## config.mk

```make
export PLATFORM = sky130hd
export DESIGN_NAME = pipe_trace_buf_flat
export DESIGN_NICKNAME = d
export VERILOG_FILES = /design/src/rtl/pipe_trace_buf_if.sv /design/src/rtl/pipe_trace_buf.sv /design/src/flat_wrapper.sv
export SDC_FILE = /design/constraint.sdc
export NUM_CORES = 2
export LEC_CHECK = 0
export ABC_AREA = 1
export CORE_MARGIN = 4
export CORE_UTILIZATION = 55
export DETAILED_ROUTE_END_ITERATION = 16
export GPL_TIMING_DRIVEN = 0
export PLACE_DENSITY = 0.73
export SYNTH_ARGS = -nofsm -noshare
export SYNTH_HDL_FRONTEND = slang
export SYNTH_SLANG_ARGS = --single-unit
```

## constraint.sdc

```tcl
create_clock -name clk -period 23.4 [get_ports clk]
set_input_delay 4.68 -clock clk [delete_from_list [all_inputs] [get_ports clk]]
set_output_delay 4.68 -clock clk [all_outputs]
set_load 0.03 [all_outputs]
```

## src/rtl/pipe_trace_buf_if.sv

```systemverilog
// ----------------------------------------------------------------------------
// pipe_trace_buf_if
//
// Purpose:
//   Groups the MEM-stage watch bus, the arm/trigger controls and the trace
//   read port of pipe_trace_buf into one bundle. Clock and reset are kept
//   outside the bundle.
//
// Modports:
//   master - the side that drives the watch bus, arm/trigger and read
//            requests (pipeline glue, firmware bridge or a bench)
//   slave  - the trace buffer itself
//
// Signals:
//   valid_i, pc_next_i, alu_i, data_i, wbaddr_i, instr_i  watch bus
//   arm_i, trig_pc_i                                      capture control
//   rd_en_i, rd_idx_i                                     read request
//   rd_valid_o, rd_pc_o, rd_alu_o, rd_data_o,
//   rd_wbaddr_o, rd_instr_o                               read data
//   count_o, trig_pos_o, armed_o, done_o                  status
// ----------------------------------------------------------------------------
interface pipe_trace_buf_if #(
    parameter int DATA_W = 32,
    parameter int REG_W  = 5,
    parameter int PTR_W  = 4
);
    logic              valid_i;
    logic [DATA_W-1:0] pc_next_i;
    logic [DATA_W-1:0] alu_i;
    logic [DATA_W-1:0] data_i;
    logic [REG_W-1:0]  wbaddr_i;
    logic [DATA_W-1:0] instr_i;
    logic              arm_i;
    logic [DATA_W-1:0] trig_pc_i;
    logic              rd_en_i;
    logic [PTR_W-1:0]  rd_idx_i;
    logic              rd_valid_o;
    logic [DATA_W-1:0] rd_pc_o;
    logic [DATA_W-1:0] rd_alu_o;
    logic [DATA_W-1:0] rd_data_o;
    logic [REG_W-1:0]  rd_wbaddr_o;
    logic [DATA_W-1:0] rd_instr_o;
    logic [PTR_W:0]    count_o;
    logic [PTR_W-1:0]  trig_pos_o;
    logic              armed_o;
    logic              done_o;

    modport master (
        output valid_i, pc_next_i, alu_i, data_i, wbaddr_i, instr_i,
        output arm_i, trig_pc_i, rd_en_i, rd_idx_i,
        input  rd_valid_o, rd_pc_o, rd_alu_o, rd_data_o, rd_wbaddr_o, rd_instr_o,
        input  count_o, trig_pos_o, armed_o, done_o
    );

    modport slave (
        input  valid_i, pc_next_i, alu_i, data_i, wbaddr_i, instr_i,
        input  arm_i, trig_pc_i, rd_en_i, rd_idx_i,
        output rd_valid_o, rd_pc_o, rd_alu_o, rd_data_o, rd_wbaddr_o, rd_instr_o,
        output count_o, trig_pos_o, armed_o, done_o
    );
endinterface

```

## src/rtl/pipe_trace_buf.sv

```systemverilog
// ----------------------------------------------------------------------------
// pipe_trace_buf
//
// Purpose:
//   On-chip trace capture for the MEM-stage watch bus of the 5-stage core.
//   After an arm pulse every retiring instruction is written into a circular
//   buffer of DEPTH entries. A pc_next match against trig_pc_i starts a
//   window of POST_CNT further entries, after which the buffer freezes so
//   the history around the event can be read back. Pure observer: it never
//   stalls the pipeline.
//
// Ports:
//   clk  - rising-edge clock
//   rst  - synchronous active-low reset
//   bus  - pipe_trace_buf_if.slave: watch bus, arm/trigger, read port, status
//
// Optional feature:
//   TRACE_SKIP_NOP_EN - when defined, canonical nops (addi x0,x0,0) are not
//   stored and do not advance the post-trigger window; they may still trigger.
// ----------------------------------------------------------------------------
module pipe_trace_buf #(
    parameter int DATA_W   = 32,
    parameter int REG_W    = 5,
    parameter int DEPTH    = 16,
    parameter int PTR_W    = 4,
    parameter int POST_CNT = 8
) (
    input logic clk,
    input logic rst,
    pipe_trace_buf_if.slave bus
);

    localparam int ENTRY_W = 4 * DATA_W + REG_W;

    localparam logic [1:0] S_IDLE  = 2'd0;
    localparam logic [1:0] S_ARMED = 2'd1;
    localparam logic [1:0] S_POST  = 2'd2;
    localparam logic [1:0] S_DONE  = 2'd3;

    localparam logic [PTR_W:0]   DEPTH_C = (PTR_W + 1)'(DEPTH);
    localparam logic [PTR_W-1:0] POST_P  = PTR_W'(POST_CNT);

    logic [1:0]         r_state;
    logic [PTR_W-1:0]   r_wrPtr;
    logic [PTR_W:0]     r_count;
    logic [PTR_W-1:0]   r_postCnt;
    logic [PTR_W-1:0]   r_trigPos;

    logic [ENTRY_W-1:0] r_mem [DEPTH];

    logic               r_rdValid;
    logic [DATA_W-1:0]  r_rdPc;
    logic [DATA_W-1:0]  r_rdAlu;
    logic [DATA_W-1:0]  r_rdData;
    logic [REG_W-1:0]   r_rdWbaddr;
    logic [DATA_W-1:0]  r_rdInstr;

    logic               w_cap;
    logic               w_hit;
    logic               w_store;
    logic [PTR_W:0]     w_countNext;
    logic [PTR_W-1:0]   w_trigPosNext;
    logic [ENTRY_W-1:0] w_entry;
    logic [PTR_W-1:0]   w_rdAddr;
    logic               w_rdInRange;

    // An arm pulse takes priority over any capture in the same cycle, so the
    // capture qualifier already excludes it; the trigger is only live in ARMED.
    assign w_cap = bus.valid_i && !bus.arm_i &&
                   ((r_state == S_ARMED) || (r_state == S_POST));
    assign w_hit = w_cap && (r_state == S_ARMED) && (bus.pc_next_i == bus.trig_pc_i);

`ifdef TRACE_SKIP_NOP_EN
    logic w_isNop;
    logic r_trigNop;
    logic w_trigNop;

    assign w_isNop = (bus.instr_i == DATA_W'(32'h0000_0013));
    assign w_store = w_cap && !w_isNop;
`else
    assign w_store = w_cap;
`endif

    // Count saturates at DEPTH; once full, each new entry overwrites the oldest.
    assign w_countNext = !w_store ? r_count :
                         (r_count == DEPTH_C) ? r_count : r_count + 1'b1;

    assign w_entry = {bus.pc_next_i, bus.alu_i, bus.data_i, bus.wbaddr_i, bus.instr_i};

    // Index 0 is the oldest stored entry. When full, count's low bits are
    // zero, so the oldest entry is the one wr_ptr is about to overwrite.
    assign w_rdAddr    = r_wrPtr - r_count[PTR_W-1:0] + bus.rd_idx_i;
    assign w_rdInRange = ({1'b0, bus.rd_idx_i} < r_count);

`ifdef TRACE_SKIP_NOP_EN
    // Remember whether the triggering instruction was a nop so the trigger
    // position can be pointed at the next stored entry when the window closes.
    assign w_trigNop = (r_state == S_ARMED) ? w_isNop : r_trigNop;

    always_ff @(posedge clk) begin
        if (!rst) begin
            r_trigNop <= 1'b0;
        end else if (bus.arm_i) begin
            r_trigNop <= 1'b0;
        end else if (w_hit) begin
            r_trigNop <= w_isNop;
        end
    end

    // A stored trigger sits POST_CNT+1 entries from the end. An unstored
    // (nop) trigger leaves the following entry at POST_CNT from the end,
    // clamped into the populated range.
    always_comb begin
        w_trigPosNext = w_countNext[PTR_W-1:0] - POST_P - PTR_W'(1);
        if (w_trigNop) begin
            if (w_countNext == '0) begin
                w_trigPosNext = '0;
            end else if (POST_CNT == 0) begin
                w_trigPosNext = w_countNext[PTR_W-1:0] - PTR_W'(1);
            end else if (w_countNext < (PTR_W + 1)'(POST_CNT)) begin
                w_trigPosNext = '0;
            end else begin
                w_trigPosNext = PTR_W'(w_countNext - (PTR_W + 1)'(POST_CNT));
            end
        end
    end
`else
    // The trigger entry sits POST_CNT+1 entries from the end of the final
    // buffer; the PTR_W-bit wrap handles count == DEPTH.
    assign w_trigPosNext = w_countNext[PTR_W-1:0] - POST_P - PTR_W'(1);
`endif

    // Control FSM plus write pointer, fill count, post-trigger window and
    // trigger position. Arm clears the capture and restarts from ARMED in
    // any state; DONE holds everything frozen until the next arm or reset.
    always_ff @(posedge clk) begin
        if (!rst) begin
            r_state   <= S_IDLE;
            r_wrPtr   <= '0;
            r_count   <= '0;
            r_postCnt <= '0;
            r_trigPos <= '0;
        end else if (bus.arm_i) begin
            r_state   <= S_ARMED;
            r_wrPtr   <= '0;
            r_count   <= '0;
            r_postCnt <= '0;
            r_trigPos <= '0;
        end else begin
            if (w_store) begin
                r_wrPtr <= r_wrPtr + 1'b1;
                r_count <= w_countNext;
            end
            case (r_state)
                S_ARMED: begin
                    if (w_hit) begin
                        if (POST_CNT == 0) begin
                            r_state   <= S_DONE;
                            r_trigPos <= w_trigPosNext;
                        end else begin
                            r_state   <= S_POST;
                            r_postCnt <= POST_P;
                        end
                    end
                end
                S_POST: begin
                    if (w_store) begin
                        r_postCnt <= r_postCnt - 1'b1;
                        if (r_postCnt == PTR_W'(1)) begin
                            r_state   <= S_DONE;
                            r_trigPos <= w_trigPosNext;
                        end
                    end
                end
                default: begin
                end
            endcase
        end
    end

    // Trace RAM: write-only from the capture side, no reset on contents.
    always_ff @(posedge clk) begin
        if (rst && w_store) begin
            r_mem[r_wrPtr] <= w_entry;
        end
    end

    // Registered read port. Reading the RAM in the same edge as a capture
    // write returns the old contents, which is the intended pre-write view.
    // Out-of-range indices return all-zero fields; idle cycles hold the data.
    always_ff @(posedge clk) begin
        if (!rst) begin
            r_rdValid  <= 1'b0;
            r_rdPc     <= '0;
            r_rdAlu    <= '0;
            r_rdData   <= '0;
            r_rdWbaddr <= '0;
            r_rdInstr  <= '0;
        end else if (bus.rd_en_i) begin
            if (w_rdInRange) begin
                r_rdValid <= 1'b1;
                {r_rdPc, r_rdAlu, r_rdData, r_rdWbaddr, r_rdInstr} <= r_mem[w_rdAddr];
            end else begin
                r_rdValid  <= 1'b0;
                r_rdPc     <= '0;
                r_rdAlu    <= '0;
                r_rdData   <= '0;
                r_rdWbaddr <= '0;
                r_rdInstr  <= '0;
            end
        end else begin
            r_rdValid <= 1'b0;
        end
    end

    assign bus.rd_valid_o  = r_rdValid;
    assign bus.rd_pc_o     = r_rdPc;
    assign bus.rd_alu_o    = r_rdAlu;
    assign bus.rd_data_o   = r_rdData;
    assign bus.rd_wbaddr_o = r_rdWbaddr;
    assign bus.rd_instr_o  = r_rdInstr;
    assign bus.count_o     = r_count;
    assign bus.trig_pos_o  = (r_state == S_DONE) ? r_trigPos : '0;
    assign bus.armed_o     = (r_state == S_ARMED) || (r_state == S_POST);
    assign bus.done_o      = (r_state == S_DONE);

endmodule
```

## src/flat_wrapper.sv

```systemverilog
// flat-port wrapper written by rule: the top's interface ports become plain ports
module pipe_trace_buf_flat 
#(
    parameter int DATA_W   = 32,
    parameter int REG_W    = 5,
    parameter int DEPTH    = 16,
    parameter int PTR_W    = 4,
    parameter int POST_CNT = 8
)
  (clk, rst, bus_valid_i, bus_pc_next_i, bus_alu_i, bus_data_i, bus_wbaddr_i, bus_instr_i, bus_arm_i, bus_trig_pc_i, bus_rd_en_i, bus_rd_idx_i, bus_rd_valid_o, bus_rd_pc_o, bus_rd_alu_o, bus_rd_data_o, bus_rd_wbaddr_o, bus_rd_instr_o, bus_count_o, bus_trig_pos_o, bus_armed_o, bus_done_o);
  pipe_trace_buf_if #(.DATA_W(DATA_W), .REG_W(REG_W), .PTR_W(PTR_W)) bus_i ();
  input logic clk;
  input logic rst;
  input wire logic [$bits(bus_i.valid_i)-1:0] bus_valid_i;
  input wire logic [$bits(bus_i.pc_next_i)-1:0] bus_pc_next_i;
  input wire logic [$bits(bus_i.alu_i)-1:0] bus_alu_i;
  input wire logic [$bits(bus_i.data_i)-1:0] bus_data_i;
  input wire logic [$bits(bus_i.wbaddr_i)-1:0] bus_wbaddr_i;
  input wire logic [$bits(bus_i.instr_i)-1:0] bus_instr_i;
  input wire logic [$bits(bus_i.arm_i)-1:0] bus_arm_i;
  input wire logic [$bits(bus_i.trig_pc_i)-1:0] bus_trig_pc_i;
  input wire logic [$bits(bus_i.rd_en_i)-1:0] bus_rd_en_i;
  input wire logic [$bits(bus_i.rd_idx_i)-1:0] bus_rd_idx_i;
  output wire logic [$bits(bus_i.rd_valid_o)-1:0] bus_rd_valid_o;
  output wire logic [$bits(bus_i.rd_pc_o)-1:0] bus_rd_pc_o;
  output wire logic [$bits(bus_i.rd_alu_o)-1:0] bus_rd_alu_o;
  output wire logic [$bits(bus_i.rd_data_o)-1:0] bus_rd_data_o;
  output wire logic [$bits(bus_i.rd_wbaddr_o)-1:0] bus_rd_wbaddr_o;
  output wire logic [$bits(bus_i.rd_instr_o)-1:0] bus_rd_instr_o;
  output wire logic [$bits(bus_i.count_o)-1:0] bus_count_o;
  output wire logic [$bits(bus_i.trig_pos_o)-1:0] bus_trig_pos_o;
  output wire logic [$bits(bus_i.armed_o)-1:0] bus_armed_o;
  output wire logic [$bits(bus_i.done_o)-1:0] bus_done_o;
  assign bus_i.valid_i = bus_valid_i;
  assign bus_i.pc_next_i = bus_pc_next_i;
  assign bus_i.alu_i = bus_alu_i;
  assign bus_i.data_i = bus_data_i;
  assign bus_i.wbaddr_i = bus_wbaddr_i;
  assign bus_i.instr_i = bus_instr_i;
  assign bus_i.arm_i = bus_arm_i;
  assign bus_i.trig_pc_i = bus_trig_pc_i;
  assign bus_i.rd_en_i = bus_rd_en_i;
  assign bus_i.rd_idx_i = bus_rd_idx_i;
  assign bus_rd_valid_o = bus_i.rd_valid_o;
  assign bus_rd_pc_o = bus_i.rd_pc_o;
  assign bus_rd_alu_o = bus_i.rd_alu_o;
  assign bus_rd_data_o = bus_i.rd_data_o;
  assign bus_rd_wbaddr_o = bus_i.rd_wbaddr_o;
  assign bus_rd_instr_o = bus_i.rd_instr_o;
  assign bus_count_o = bus_i.count_o;
  assign bus_trig_pos_o = bus_i.trig_pos_o;
  assign bus_armed_o = bus_i.armed_o;
  assign bus_done_o = bus_i.done_o;
  pipe_trace_buf #(.DATA_W(DATA_W), .REG_W(REG_W), .DEPTH(DEPTH), .PTR_W(PTR_W), .POST_CNT(POST_CNT)) u_core (.clk(clk), .rst(rst), .bus(bus_i));
endmodule
```

==> results_dict.tcl <==
set metrics [dict create \
    end_kind "flip-flop" \
    die_x_um 411 \
    fin_nets 7860 \
    synth.avg_cell_area_um2 12.9 \
    critPathMaxFanout 13 \
    synth_sequential_area_ratio_pct 75.0 \
    p_leak_nw 36.0 \
    violations "max-capacitance violations, max-slew violations" \
    crit_top_cell "buf_2" \
    max-vdd-ir-drop_mv 0.0831 \
    post_cts_buffers 0 \
    power_density_nw_per_um2 87.8 \
    synthAdderAreaFrac_pct 0.333 \
    synth_seq_cells 2281 \
    setup_viol 0 \
    maxCapViolations 2 \
    synth_top_area_share_pct 71.6 \
    grt_max_degree 29 \
    synthTopCellsByCount "2128 x edfxtp_1, 2062 x nand2_1, 809 x a21oi_1" \
    cts_hold_buf 0 \
    wl_per_cell_um 25.8 \
    clockRootBuffer "clkbuf_16" \
    rows 147 \
    finish.utilization_pct 65.2 \
    drtIter0Drc 8991 \
    ctsResizeCount 0 \
    dr.pass1.iters 7 \
    outcome "finished, violations left" \
    async_flop_share_pct 0 \
    synth_top_family_by_area "compound AO/OA/AOI/OAI gates" \
    gp_congestion 0.838 \
    critPathLaunchType "input port" \
    critPathSlowestCell "xnor2_4" \
    num_vias 62000 \
    rsz0062_at_grt "no" \
    die-area_um2 169000 \
    synth_xor_area_share_pct 0.377 \
    drt-total-wl_um 259000 \
    period_minus_slack_ns 9.71 \
    crit_required_ns 24.13 \
    synth_area_um2 89300 \
    initial_utilization_pct 55.5 \
    skew_ns 0.0412 \
    path_clk_slew_ns 0.06 \
    grt_overflow 0 \
    fp.dieH_um 411 \
    muxShareOfSynthArea_pct 0 \
    cp.arrival_ns 10.44 \
    grt_pass1_vias 60400 \
    vias_per_cell 6.19 \
    dp_hpwl_um 173000 \
    slew_violations 12 \
    gr-usage-all-layers_pct 29.9 \
    hold_violations 0 \
    grt_pass1_wl_um 378000 \
    yosysTopAreaCell "edfxtp_1" \
    synth.area.top_cells "edfxtp_1 72%, nand2_1 8.7%, a21oi_1 4.5%, dfxtp_1 3.4%, a32o_1 3.0%" \
    synth_flop_cell "edfxtp_1" \
    synth_fp_nets 7115 \
    clock_power_share_pct 38.0 \
    rr_startpoint "u_core.r_wrPtr[1]" \
    cts_tree "done" \
    clockBufferDepth 3 \
    startpoint "bus_rd_idx_i[1]" \
    insertion_delay_ns 0.86 \
    pre_cts_ws_ns 12.98 \
    synth.most_common_cell "edfxtp_1" \
    slowest_delay_ns 0.84 \
    tightest_slew_ns 1.54 \
    core_area_um2 161000 \
    syn_inst 6919 \
    synth_edf_count 2128 \
    p_sw_share_pct 25.9 \
    p_switching_w 0.00238 \
    internal_power_w 0.00683 \
    slew_headroom_pct -2.42 \
    htreeDepth 4 \
    drive_above_1_share_pct 7.71 \
    yosys.area_share.simple_pct 10.6 \
    pwr-share-seq_pct 48.7 \
    layout_setup_ws_ns 13.69 \
    max_freq_mhz 103 \
    io_pins 319 \
    yosysWarningCount 0 \
    antenna_found_initial 19 \
    comb_power_share_pct 13.2 \
    drtAntennaViolNets 0 \
    min_from "u_core.bus.rd_data_o[29]" \
    drc 0 \
    min-delay-path-class "reg2reg" \
    cts_sinks 2281 \
    period_share_pct 41.5 \
    synth.distinct_cells 30 \
    syn_to_final_growth_pct 17.6 \
    synth_compound_area_share_pct 11.3 \
    path_cells "clkdlybuf4s50_1 -> inv_1 -> fa_1 -> inv_1 -> fa_1 -> xnor2_4 -> buf_2 -> buf_2 -> buf_2 -> buf_2 -> nand2_1 -> o21ai_0 -> nand2_1 -> nand3_1 -> nand2_1" \
    setup.worst_path.class "in2reg" \
    numCtsBuffers 218 \
    io_buffers 317 \
]
-- kinds of logic after synthesis --
family / count (synthesis)
flip-flops: 2281
adder cells (fa/ha/maj): 22
XOR/XNOR: 35
buffers and inverters: 554
AND/OR/NAND/NOR: 2406
AO/OA/AOI/OAI: 1621
-- through the flow --
stage          hold slack (ns)  power, W  area (µm²)  instances  setup TNS (ns)
3_3_place_gp             0.460   0.00573       95200       9396         -952.23
6_report                 0.467   0.00922      105000      10000               0
2_1_floorplan            0.467   0.00524       89300       6919               0
4_1_cts                  0.472   0.00920      105000      10000               0
3_5_place_dp             0.463   0.00576       97900       9604               0
5_1_grt                  0.489   0.00949      105000      10000               0
-- critical path, delay by kind of cell --
kind / cells / cell delay, ns
simple gates: 4 / 0.53
buf+inv: 7 / 3.24
compound gates: 1 / 0.16
fa+ha+maj: 2 / 0.95
xor+xnor: 1 / 0.84
-- flip-flops by register name, summed over array words and instances (netlist names), 2 cells and up --
name                    flops
u_core.bus.rd_data_o       32
u_core.bus.rd_pc_o         32
u_core.r_wrPtr              4
u_core.bus.rd_wbaddr_o      5
u_core.bus.count_o          5
u_core.r_mem             2128
u_core.r_trigPos            4
u_core.bus.rd_alu_o        32
u_core.bus.rd_instr_o      32
u_core.r_postCnt            4
u_core.r_state              2
-- placed cells by master (no fill, tap or decap), types with 6 or more instances in the layout --
cell,instances
a22oi_1,265
inv_1,63
edfxtp_1,2128
a21oi_1,809
o21ai_0,279
buf_6,157
a32o_1,264
nand2_1,2062
clkbuf_16,223
clkbuf_2,16
clkbuf_1,432
bufinv_16,23
diode_2,17
buf_12,20
buf_1,31
clkdlybuf4s50_1,317
clkinv_2,38
buf_4,19
nor3_2,12
clkbuf_8,6
ha_1,19
clkinv_1,58
nor2_1,35
nand3_1,282
dfxtp_1,153
xnor2_1,27
buf_8,17
buf_2,48
-- cell type report --
type / instances / area [µm²]
flip-flops and latches: 2281 / 67000
fillers: 11400 / 55900
multi-input cells: 4084 / 20300
clock buffers: 277 / 5840
repair buffers: 525 / 5760
well taps: 2160 / 2700
plain buffers: 487 / 1940
clock inverters: 128 / 1220
inverters: 67 / 251
diodes: 17 / 42.5
-- routing by layer --
layer / vias to the layer above / GRT usage (%) / part of all wire (%)
met5: - / 0 / 0.021
met4: 8 / 13.0 / 4.2
met3: 599 / 6.77 / 12
met2: 4115 / 46.7 / 47
met1: 30300 / 40.9 / 38
li1: 27000 / - / -
-- final timing paths --
kind                                to  slack, ns  depth (start not counted)
max          u_core.bus.rd_instr_o[31]      13.69                         15
min           u_core.bus.rd_data_o[29]       0.47                          2
max reg2reg  u_core.bus.rd_instr_o[31]      17.57                         14
min reg2reg   u_core.bus.rd_data_o[29]       0.47                          2
-- power groups by stage --
stage                     registers (W)  clock network (W)  logic [W]
after floorplan                 0.00461                  0   0.000629
after global placement          0.00458                  0    0.00115
after detailed placement        0.00458                  0    0.00118
after CTS                       0.00449            0.00352    0.00119
after global routing            0.00449            0.00370    0.00130
final                           0.00449            0.00351    0.00122
Power figures use the tool's default switching activity.
